**config.mk**
```make
export PLATFORM = sky130hd
export DESIGN_NAME = writeback_unit
export DESIGN_NICKNAME = d
export VERILOG_FILES = /design/src/rtl/writeback_unit.sv
export SDC_FILE = /design/constraint.sdc
export NUM_CORES = 1
export LEC_CHECK = 0
export BUFFER_PORTS_ARGS = -buffer_cell sky130_fd_sc_hd__clkbuf_2
export CAP_MARGIN = 20
export CORE_MARGIN = 2
export CORE_UTILIZATION = 53
export CTS_BUF_LIST = sky130_fd_sc_hd__clkbuf_4
export DETAILED_ROUTE_END_ITERATION = 8
export GPL_ROUTABILITY_DRIVEN = 0
export GPL_TIMING_DRIVEN = 0
export PLACE_DENSITY_LB_ADDON = 0.08
export SYNTH_ARGS = -nofsm -noshare
export SYNTH_HDL_FRONTEND = slang
export SYNTH_SLANG_ARGS = --single-unit
```
**constraint.sdc**
```tcl
create_clock -name clk -period 2.9 [get_ports clk]
set_input_delay 0.29 -clock clk [delete_from_list [all_inputs] [get_ports clk]]
set_output_delay 0.29 -clock clk [all_outputs]
set_load 0.02 [all_outputs]
```
**src/rtl/writeback_unit.sv**
```systemverilog
// Writeback stage: selects ALU / link / extended-load result and drives the
// register-file write port one cycle later; stalls upstream while a load waits.
module writeback_unit #(
  parameter int XLEN       = 32,
  parameter int REG_ADDR_W = 5,
  parameter int PC_INC     = 4,
  parameter int CNT_W      = 64
) (
  input  logic                  clk,
  input  logic                  rst,
  input  logic                  in_valid,
  output logic                  in_ready,
  input  logic [XLEN-1:0]       in_pc,
  input  logic [XLEN-1:0]       in_alu_res,
  input  logic [2:0]            in_mem_op,
  input  logic                  in_wb_pc,
  input  logic                  in_reg_write,
  input  logic [REG_ADDR_W-1:0] in_rd,
  input  logic                  mem_rsp_valid,
  input  logic [XLEN-1:0]       mem_rsp_data,
  output logic                  rf_we,
  output logic [REG_ADDR_W-1:0] rf_waddr,
  output logic [XLEN-1:0]       rf_wdata,
  output logic [CNT_W-1:0]      retired_count
);
  localparam int OFF_W = $clog2(XLEN / 8);
  localparam int SH_W  = OFF_W + 3;

  localparam logic [2:0] OP_LB  = 3'd1;
  localparam logic [2:0] OP_LH  = 3'd2;
  localparam logic [2:0] OP_LW  = 3'd3;
  localparam logic [2:0] OP_LBU = 3'd4;
  localparam logic [2:0] OP_LHU = 3'd5;

  typedef enum logic {IDLE, WAIT_MEM} state_t;

  state_t                  r_state;
  logic [2:0]              r_op;
  logic [REG_ADDR_W-1:0]   r_rd;
  logic                    r_wr;
  logic [OFF_W-1:0]        r_off;
  logic [REG_ADDR_W-1:0]   r_waddr;
  logic [XLEN-1:0]         r_wdata;
  logic                    r_we;
  logic [CNT_W-1:0]        r_cnt;

  logic                    w_accept;
  logic                    w_is_load;
  logic [SH_W-1:0]         w_bsh, w_hsh, w_wsh;
  logic [XLEN-1:0]         w_sh_b, w_sh_h, w_sh_w;
  logic [XLEN-1:0]         w_load;

  assign in_ready  = (r_state == IDLE) && !rst;
  assign w_accept  = in_valid && in_ready;
  assign w_is_load = (in_mem_op >= OP_LB) && (in_mem_op <= OP_LHU);

  // Halfword drops offset[0]; word lane only moves on 64-bit datapaths.
  assign w_bsh = {r_off, 3'b000};
  assign w_hsh = {r_off[OFF_W-1:1], 4'b0000};
  assign w_wsh = (XLEN == 64) ? {r_off[OFF_W-1], {(SH_W-1){1'b0}}} : '0;

  assign w_sh_b = mem_rsp_data >> w_bsh;
  assign w_sh_h = mem_rsp_data >> w_hsh;
  assign w_sh_w = mem_rsp_data >> w_wsh;

  always_comb begin
    w_load = '0;
    case (r_op)
      OP_LB:   w_load = XLEN'($signed(w_sh_b[7:0]));
      OP_LBU:  w_load = XLEN'(w_sh_b[7:0]);
      OP_LH:   w_load = XLEN'($signed(w_sh_h[15:0]));
      OP_LHU:  w_load = XLEN'(w_sh_h[15:0]);
      OP_LW:   w_load = XLEN'($signed(w_sh_w[31:0]));
      default: w_load = '0;
    endcase
  end

  always_ff @(posedge clk) begin
    if (rst) begin
      r_state <= IDLE;
      r_op    <= '0;
      r_rd    <= '0;
      r_wr    <= 1'b0;
      r_off   <= '0;
      r_we    <= 1'b0;
      r_waddr <= '0;
      r_wdata <= '0;
      r_cnt   <= '0;
    end else begin
      r_we <= 1'b0;
      case (r_state)
        IDLE: begin
          if (w_accept) begin
            if (w_is_load) begin
              r_op    <= in_mem_op;
              r_rd    <= in_rd;
              r_wr    <= in_reg_write;
              r_off   <= in_alu_res[OFF_W-1:0];
              r_state <= WAIT_MEM;
            end else begin
              r_we    <= in_reg_write && (in_rd != '0);
              r_waddr <= in_rd;
              r_wdata <= in_wb_pc ? in_pc + XLEN'(PC_INC) : in_alu_res;
              r_cnt   <= r_cnt + 1'b1;
            end
          end
        end
        WAIT_MEM: begin
          if (mem_rsp_valid) begin
            r_we    <= r_wr && (r_rd != '0);
            r_waddr <= r_rd;
            r_wdata <= w_load;
            r_cnt   <= r_cnt + 1'b1;
            r_state <= IDLE;
          end
        end
        default: r_state <= IDLE;
      endcase
    end
  end

  assign rf_we         = r_we;
  assign rf_waddr      = r_waddr;
  assign rf_wdata      = r_wdata;
  assign retired_count = r_cnt;
endmodule
```
-- Word-level counts from Yosys, hierarchy flattened
Cells that the tools add are included.
Widths: inputs -> output; s select.
- memories kept: 0
- latch bits: 0
- word-level logic and storage cells: 56
- bits of input ports: 110
- memory bits (writable): 0
- flip-flop bits (word level): 114
- output and inout bits: 103
- ROM bits: 0
- bitwise operators: 1
- equality and inequality tests: 8
- div/mod/pow operators: 0
- reductions and logical operators: 10
- multipliers: 0
- shift operators: 2
- magnitude comparators: 2
- add/subtract/negate cells: 2
- muxes and demuxes: 22
- operator list (operator ; number):
    $mux 64 ; 3
    $pmux 32 s5 ; 1
    $mux 32 ; 4
    $pmux 64 s2 ; 1
    $add 64x1->64 const B ; 1
    $pmux 32 s2 ; 1
    $add 32x3->32 const B ; 1
    $shr 32x5->16 ; 1
    $shr 32x5->8 ; 1
    $mux 5 ; 3
    $pmux 5 s2 ; 1
    $reduce_bool 5->1 ; 2
    $eq 3x2->1 const B ; 2
    $eq 3x3->1 const B ; 2
    $mux 1 ; 6
    $ne 2x2->1 const B ; 3
    $reduce_and 3->1 ; 2
    $logic_and 1x1->1 ; 5
    $pmux 1 s2 ; 2
    $eq 3x1->1 const B ; 1
    $ge 3x1->1 const B ; 1
    $le 3x3->1 const B ; 1
    $logic_not 1->1 ; 1
    $not 1->1 ; 1

-- Longest topological paths before layout
- word-level depth: 5
- depth in mapped cells: 9
- mapped depth without buffers: 6

-- Worst setup path before layout
No wires, ideal clock.
- kind: register -> register
- from: register r_cnt[2] (netlist: retired_count[2])
- to: register r_cnt[52] (netlist: retired_count[52])
- data required time: 2.785 ns
- data arrival time: 2.553 ns
- cell stages (with the launch flop): 10
- period minus slack after synthesis: 2.668 ns
- setup slack: 0.232 ns
- path buffers: 4
- path through: dfxtp_1 -> buf_4 -> nand4_1 -> or4_1 -> buf_2 -> or4b_1 -> buf_2 -> buf_6 -> o31a_1 -> o21a_1
- cells in the longest elaborated chain, start to end: 4
- elaborated cells between the ends (all ways): 5
- RTL lines (what ; RTL line ; RTL):
    start, declared ; 45 ; logic [CNT_W-1:0] r_cnt;
    start signal, assigned ; 104 ; r_cnt <= r_cnt + 1'b1;
    start signal, assigned ; 113 ; r_cnt <= r_cnt + 1'b1;
    $add 64x1->64 * ; 104, 113 ;
    $mux 64 ; 94 ; if (w_is_load) begin
    $mux 64 ; 93 ; if (w_accept) begin
    $pmux 64 s2 * ; 91 ; case (r_state)
Mark *: on every way between the ends. The rest lies on a longest branch, timed or not. The select of a mux whose other input is x is not followed.
A chain may end at the register's enable or synchronous reset.

-- Worst setup path after layout
- from: register r_cnt[3] (netlist: retired_count[3])
- to: register r_cnt[62] (netlist: retired_count[62])
The elaborated chain is that of the path after synthesis.

==> reports/results.txt <==
For the largest net degree at the start of global routing, the log shows 17. The tools report the root buffer cell as sky130_fd_sc_hd__clkbuf_4. Timing analysis after detailed placement gives a worst setup slack of -280.5 ps. The core region is 12570 sq um.

Power density over cell area: 378.8 nW/um^2. Most used routing layer: met2. For the pin with the worst max-slew slack, the measured transition is 838.9 ps.

The global-route met3 utilization is 0.06686. Internal power comes to 2.197 mW. For the worst-skew pair, the clock arrives at the later sink with an insertion delay of 560 ps. The final worst clock skew is 11.88 ps, and the final-report setup violation count is 0. The logs give 0.3880 for the met1 routing resource usage after global routing and 15.40 ps for the worst hold margin. The mux cell area share after synthesis works out to 0.05099. The width of the chip was 117.5 microns; the peak clock frequency supported by timing was 0.3656 GHz.

After the flow finishes, the layout carries non-filler instances totaling 1297. The data required time of the critical path was 3380 ps; the clock transition at the register clock pins on the worst setup and hold paths after CTS was 100 ps. The number of different library cells used by synthesis comes to 63. In the routed layout, each cell is associated on average with a via count of 6.173. The final instance area is 8413 sq um, and the total half-perimeter wirelength after legalization and detailed placement is 17850 microns. The run finished with clean final reports. Category of cells accounting for the largest share of critical-path delay: simple AND/OR/NAND/NOR gates. The detail route stage leaves a number of antenna-violating nets equal to 0. The number of hold violations in the final report is 0. The die extent in y is 117.5 microns, and the total CTS buffers is 17. The setup slack of the worst register-to-register path was 160 ps; the cell depth of the worst hold path was 3. The number of enable-type register cells in the synthesized netlist works out to 0. Worst flop-to-flop path endpoint: retired_count[62]. The run gives 13790 sq um as the floorplan die area.

CTS saw 114 sinks. Traced cell by cell, the critical path runs through nand3_2 > or4_1 > buf_2 > or4b_1 > buf_2 > or4_1 > a21oi_1. Library cell occupying the most area in the post-synthesis netlist: sky130_fd_sc_hd__dfxtp_1. Combinational share of power: 0.180. Worst setup path category: flop to flop. The first-pass iteration count of the detailed router came out at 6.

STA classifies the critical path endpoint as a flop. CTS built an H-tree with a depth of 4. The number of buffers and inverters on the critical path is 2. Counting I/O delays and the setup requirement, the final critical path takes 2735 ps. The worst hold path terminates at r_rd[2]. Ratio of final minimum period to clock period: 0.9431. The total number of vias is 8006.

Setup repair after global routing left no endpoint under its margin. The worst voltage drop across the vdd grid is 176.7 uV. The global-route met2 utilization is 0.5625. The net count of the finished layout is 1224. The number of input and output port buffers inserted is 212.

The tools report the count of antenna diodes in the layout as 0. The post-synthesis share of cell area spent on full adders, half adders and majority gates was 0.003668; the mean instance size in the synthesized netlist was 7.814 sq um. The leakage power was 3.197 nW; the first-iteration detailed-routing DRC count was 804.

Of all nets on the critical path, the largest fanout is 8. The placed instance count came out at 1258. For this block, the routed nets add up to 23410 microns of wire. The longest clock path from root to sink contains 2 buffers. After synthesis, the largest family of logic cells by area is simple AND/OR/NAND/NOR gates.

The tools report the arrival time at the worst endpoint as 3210 ps. The prevailing post-synth register cell is sky130_fd_sc_hd__dfxtp_1. sky130_fd_sc_hd__dfxtp_1 is the most common cell in the netlist.

The count of state elements after synthesis came out at 114. The proportion of netlist area held by the largest area contributor was 0.3346; the fraction of power spent switching nets was 0.3107. The number of primary I/O pins is 213, and the register area share after synthesis is 0.3346. The count of unresolved DRC violations after routing was 0. The logs give 36310 microns for the global-route wire length before repair and 0 ps for the sum of negative setup slack. The via count of the first global-routing pass is 7209. The total overflow left after global routing is 0. The instance count of the mapped netlist came out at 873.

For this run, the slowest stage of the critical path takes 530 ps. In the final routed layout, each cell accounts on average for 18.05 microns. The logs give 41 for the cell row count and 0.5428 for the initial standard-cell utilization of the core. Count of max-cap constraint violations: 0. In this run the critical register-to-register path is launched from retired_count[3].

The simple-gate share of the synthesized area is 0.2887. The power share of the clock group was 0.301. Ranked by instance count, the synthesized netlist is headed by 114 x sky130_fd_sc_hd__dfxtp_1, 98 x sky130_fd_sc_hd__nor2_1, 75 x sky130_fd_sc_hd__a21oi_1, 53 x sky130_fd_sc_hd__nand2_1, 51 x sky130_fd_sc_hd__clkbuf_1. The XOR/XNOR share of the synthesized area works out to 0.03980. Worst hold path class: input pin to flop. The depth of the most critical reg-to-reg path came out at 7. For the remaining max-slew budget at the tightest pin, the log shows 0.4407. The cell with the largest stage delay on the worst path is sky130_fd_sc_hd__or4b_1. The element type at the critical path start is a flop. The part of the total power dissipated in sequential elements is 0.519, and the total standard cell area after synthesis is 6822 sq um. Net switching power: 990.0 uW.

Synthesis-to-finish area growth: 23.33%. TritonCTS built the clock tree. After detailed placement, the total cell area comes to 8103 sq um.

The total nets after synthesis was 985. Share of the synthesized area in compound gates (AO/OA/AOI/OAI): 0.2340. Share of synthesized flip-flops with an asynchronous set or reset: 0. The run gives 0 as the number of warnings reported in the yosys synthesis log. The tools report the worst min-delay path startpoint as in_rd[2].

The overall global routing resource usage is 0.3273, and the post-CTS setup-driven buffer insertion count is 0. The total count of max-transition violations in the final report was 0; the initial antenna violation count was 0. Summing internal, switching and leakage power gives 3.187 mW. After layout, the worst setup slack is 164.9 ps. Ranked by total cell area, the synthesized netlist is headed by sky130_fd_sc_hd__dfxtp_1 33%, sky130_fd_sc_hd__a21oi_1 5.5%, sky130_fd_sc_hd__nor2_1 5.4%. The share of cells above drive strength 1 was 0.2373. The tools report the core utilization of the finished layout as 0.6694.
## state kept, by name, summed over array words and instances (netlist names)
name,cells
retired_count,64
r_state,1
rf_we,1
r_rd,5
rf_waddr,5
r_wr,1
r_op,3
r_off,2
rf_wdata,32
## cells in the final DEF (no fill, tap or decap), types with 5 or more instances in the layout
cell type                         n
sky130_fd_sc_hd__nand4_1         42
sky130_fd_sc_hd__clkbuf_2       213
sky130_fd_sc_hd__inv_1           20
sky130_fd_sc_hd__buf_1            7
sky130_fd_sc_hd__dlygate4sd3_1    7
sky130_fd_sc_hd__nor4_1          21
sky130_fd_sc_hd__and3_1          10
sky130_fd_sc_hd__nor2b_1          6
sky130_fd_sc_hd__a221o_1          8
sky130_fd_sc_hd__nor3_1          20
sky130_fd_sc_hd__nand2_1         53
sky130_fd_sc_hd__xor2_1          13
sky130_fd_sc_hd__nor3b_1          5
sky130_fd_sc_hd__nand3_1         40
sky130_fd_sc_hd__or4_1           30
sky130_fd_sc_hd__a211o_1          6
sky130_fd_sc_hd__o32ai_1          9
sky130_fd_sc_hd__xnor2_1         18
sky130_fd_sc_hd__nor2_1          98
sky130_fd_sc_hd__clkinv_2         5
sky130_fd_sc_hd__and2_1           6
sky130_fd_sc_hd__o31ai_1         28
sky130_fd_sc_hd__clkbuf_4        22
sky130_fd_sc_hd__o21ai_0         27
sky130_fd_sc_hd__nand2b_1         5
sky130_fd_sc_hd__a211oi_1        24
sky130_fd_sc_hd__or3_1           21
sky130_fd_sc_hd__o22ai_1          8
sky130_fd_sc_hd__a21oi_1         75
sky130_fd_sc_hd__a311oi_1         7
sky130_fd_sc_hd__clkinv_1         6
sky130_fd_sc_hd__a31o_2           8
sky130_fd_sc_hd__o221ai_1         9
sky130_fd_sc_hd__o211ai_1         7
sky130_fd_sc_hd__dfxtp_1        113
sky130_fd_sc_hd__clkbuf_1        50
sky130_fd_sc_hd__mux2i_1         28
## cell type report
cell class,instances,area [sq um]
multi-input cells,675,4234
fillers,1173,4155
flip-flops and latches,114,2283
repair buffers,220,1136
plain buffers,63,256.5
well taps,172,215.2
clock buffers,22,165.2
inverters,21,78.83
clock inverters,10,43.79
## worst max path at each step
| stage | startpoint | endpoint | slack, ps | cells after the start |
|---|---|---|---|---|
| final | retired_count[3] | retired_count[62] | 160 | 7 |
| after global routing | r_state | retired_count[61] | 2 | 9 |
| after CTS | r_state | retired_count[61] | 90 | 9 |
| after detailed placement | r_state | retired_count[34] | -280 | 7 |
| after global placement | r_state | retired_count[63] | -300 | 6 |
| after floorplan | retired_count[2] | retired_count[52] | 230 | 9 |
## worst min-delay path, cell delays in order
cell and delay [ps]:
sky130_fd_sc_hd__clkbuf_2 100, sky130_fd_sc_hd__mux2i_1 70, sky130_fd_sc_hd__nor2_1 70
## power by group through the flow
stage	registers, mW	logic (mW)	clock network [mW]
6_report	1.65	0.573	0.960
5_1_grt	1.66	0.618	1.04
4_1_cts	1.65	0.564	0.963
3_5_place_dp	1.69	0.551	0
3_3_place_gp	1.69	0.546	0
2_1_floorplan	1.73	0.262	0
## per-layer routing
metal,wire length (microns),vias up
met5,0,-
met2,11240,437
li1,-,3821
met1,9148,3667
met3,2014,81
met4,1007,0
## kinds of logic after synthesis
family | count (synthesis)
DFF | 114
xor gates and xnor gates | 31
AOI/OAI and AO/OA | 237
and+or+nand+nor | 372
muxes | 33
adders and majority gates | 2
buffers and inverters | 84
## timing repair
item	CTS	global route
gates cloned	0	0
setup endpoints to repair	53	39
hold endpoints to repair	7	0
hold buffers	7	0
resized for setup	3	5
(Power assumes the default switching activity.)
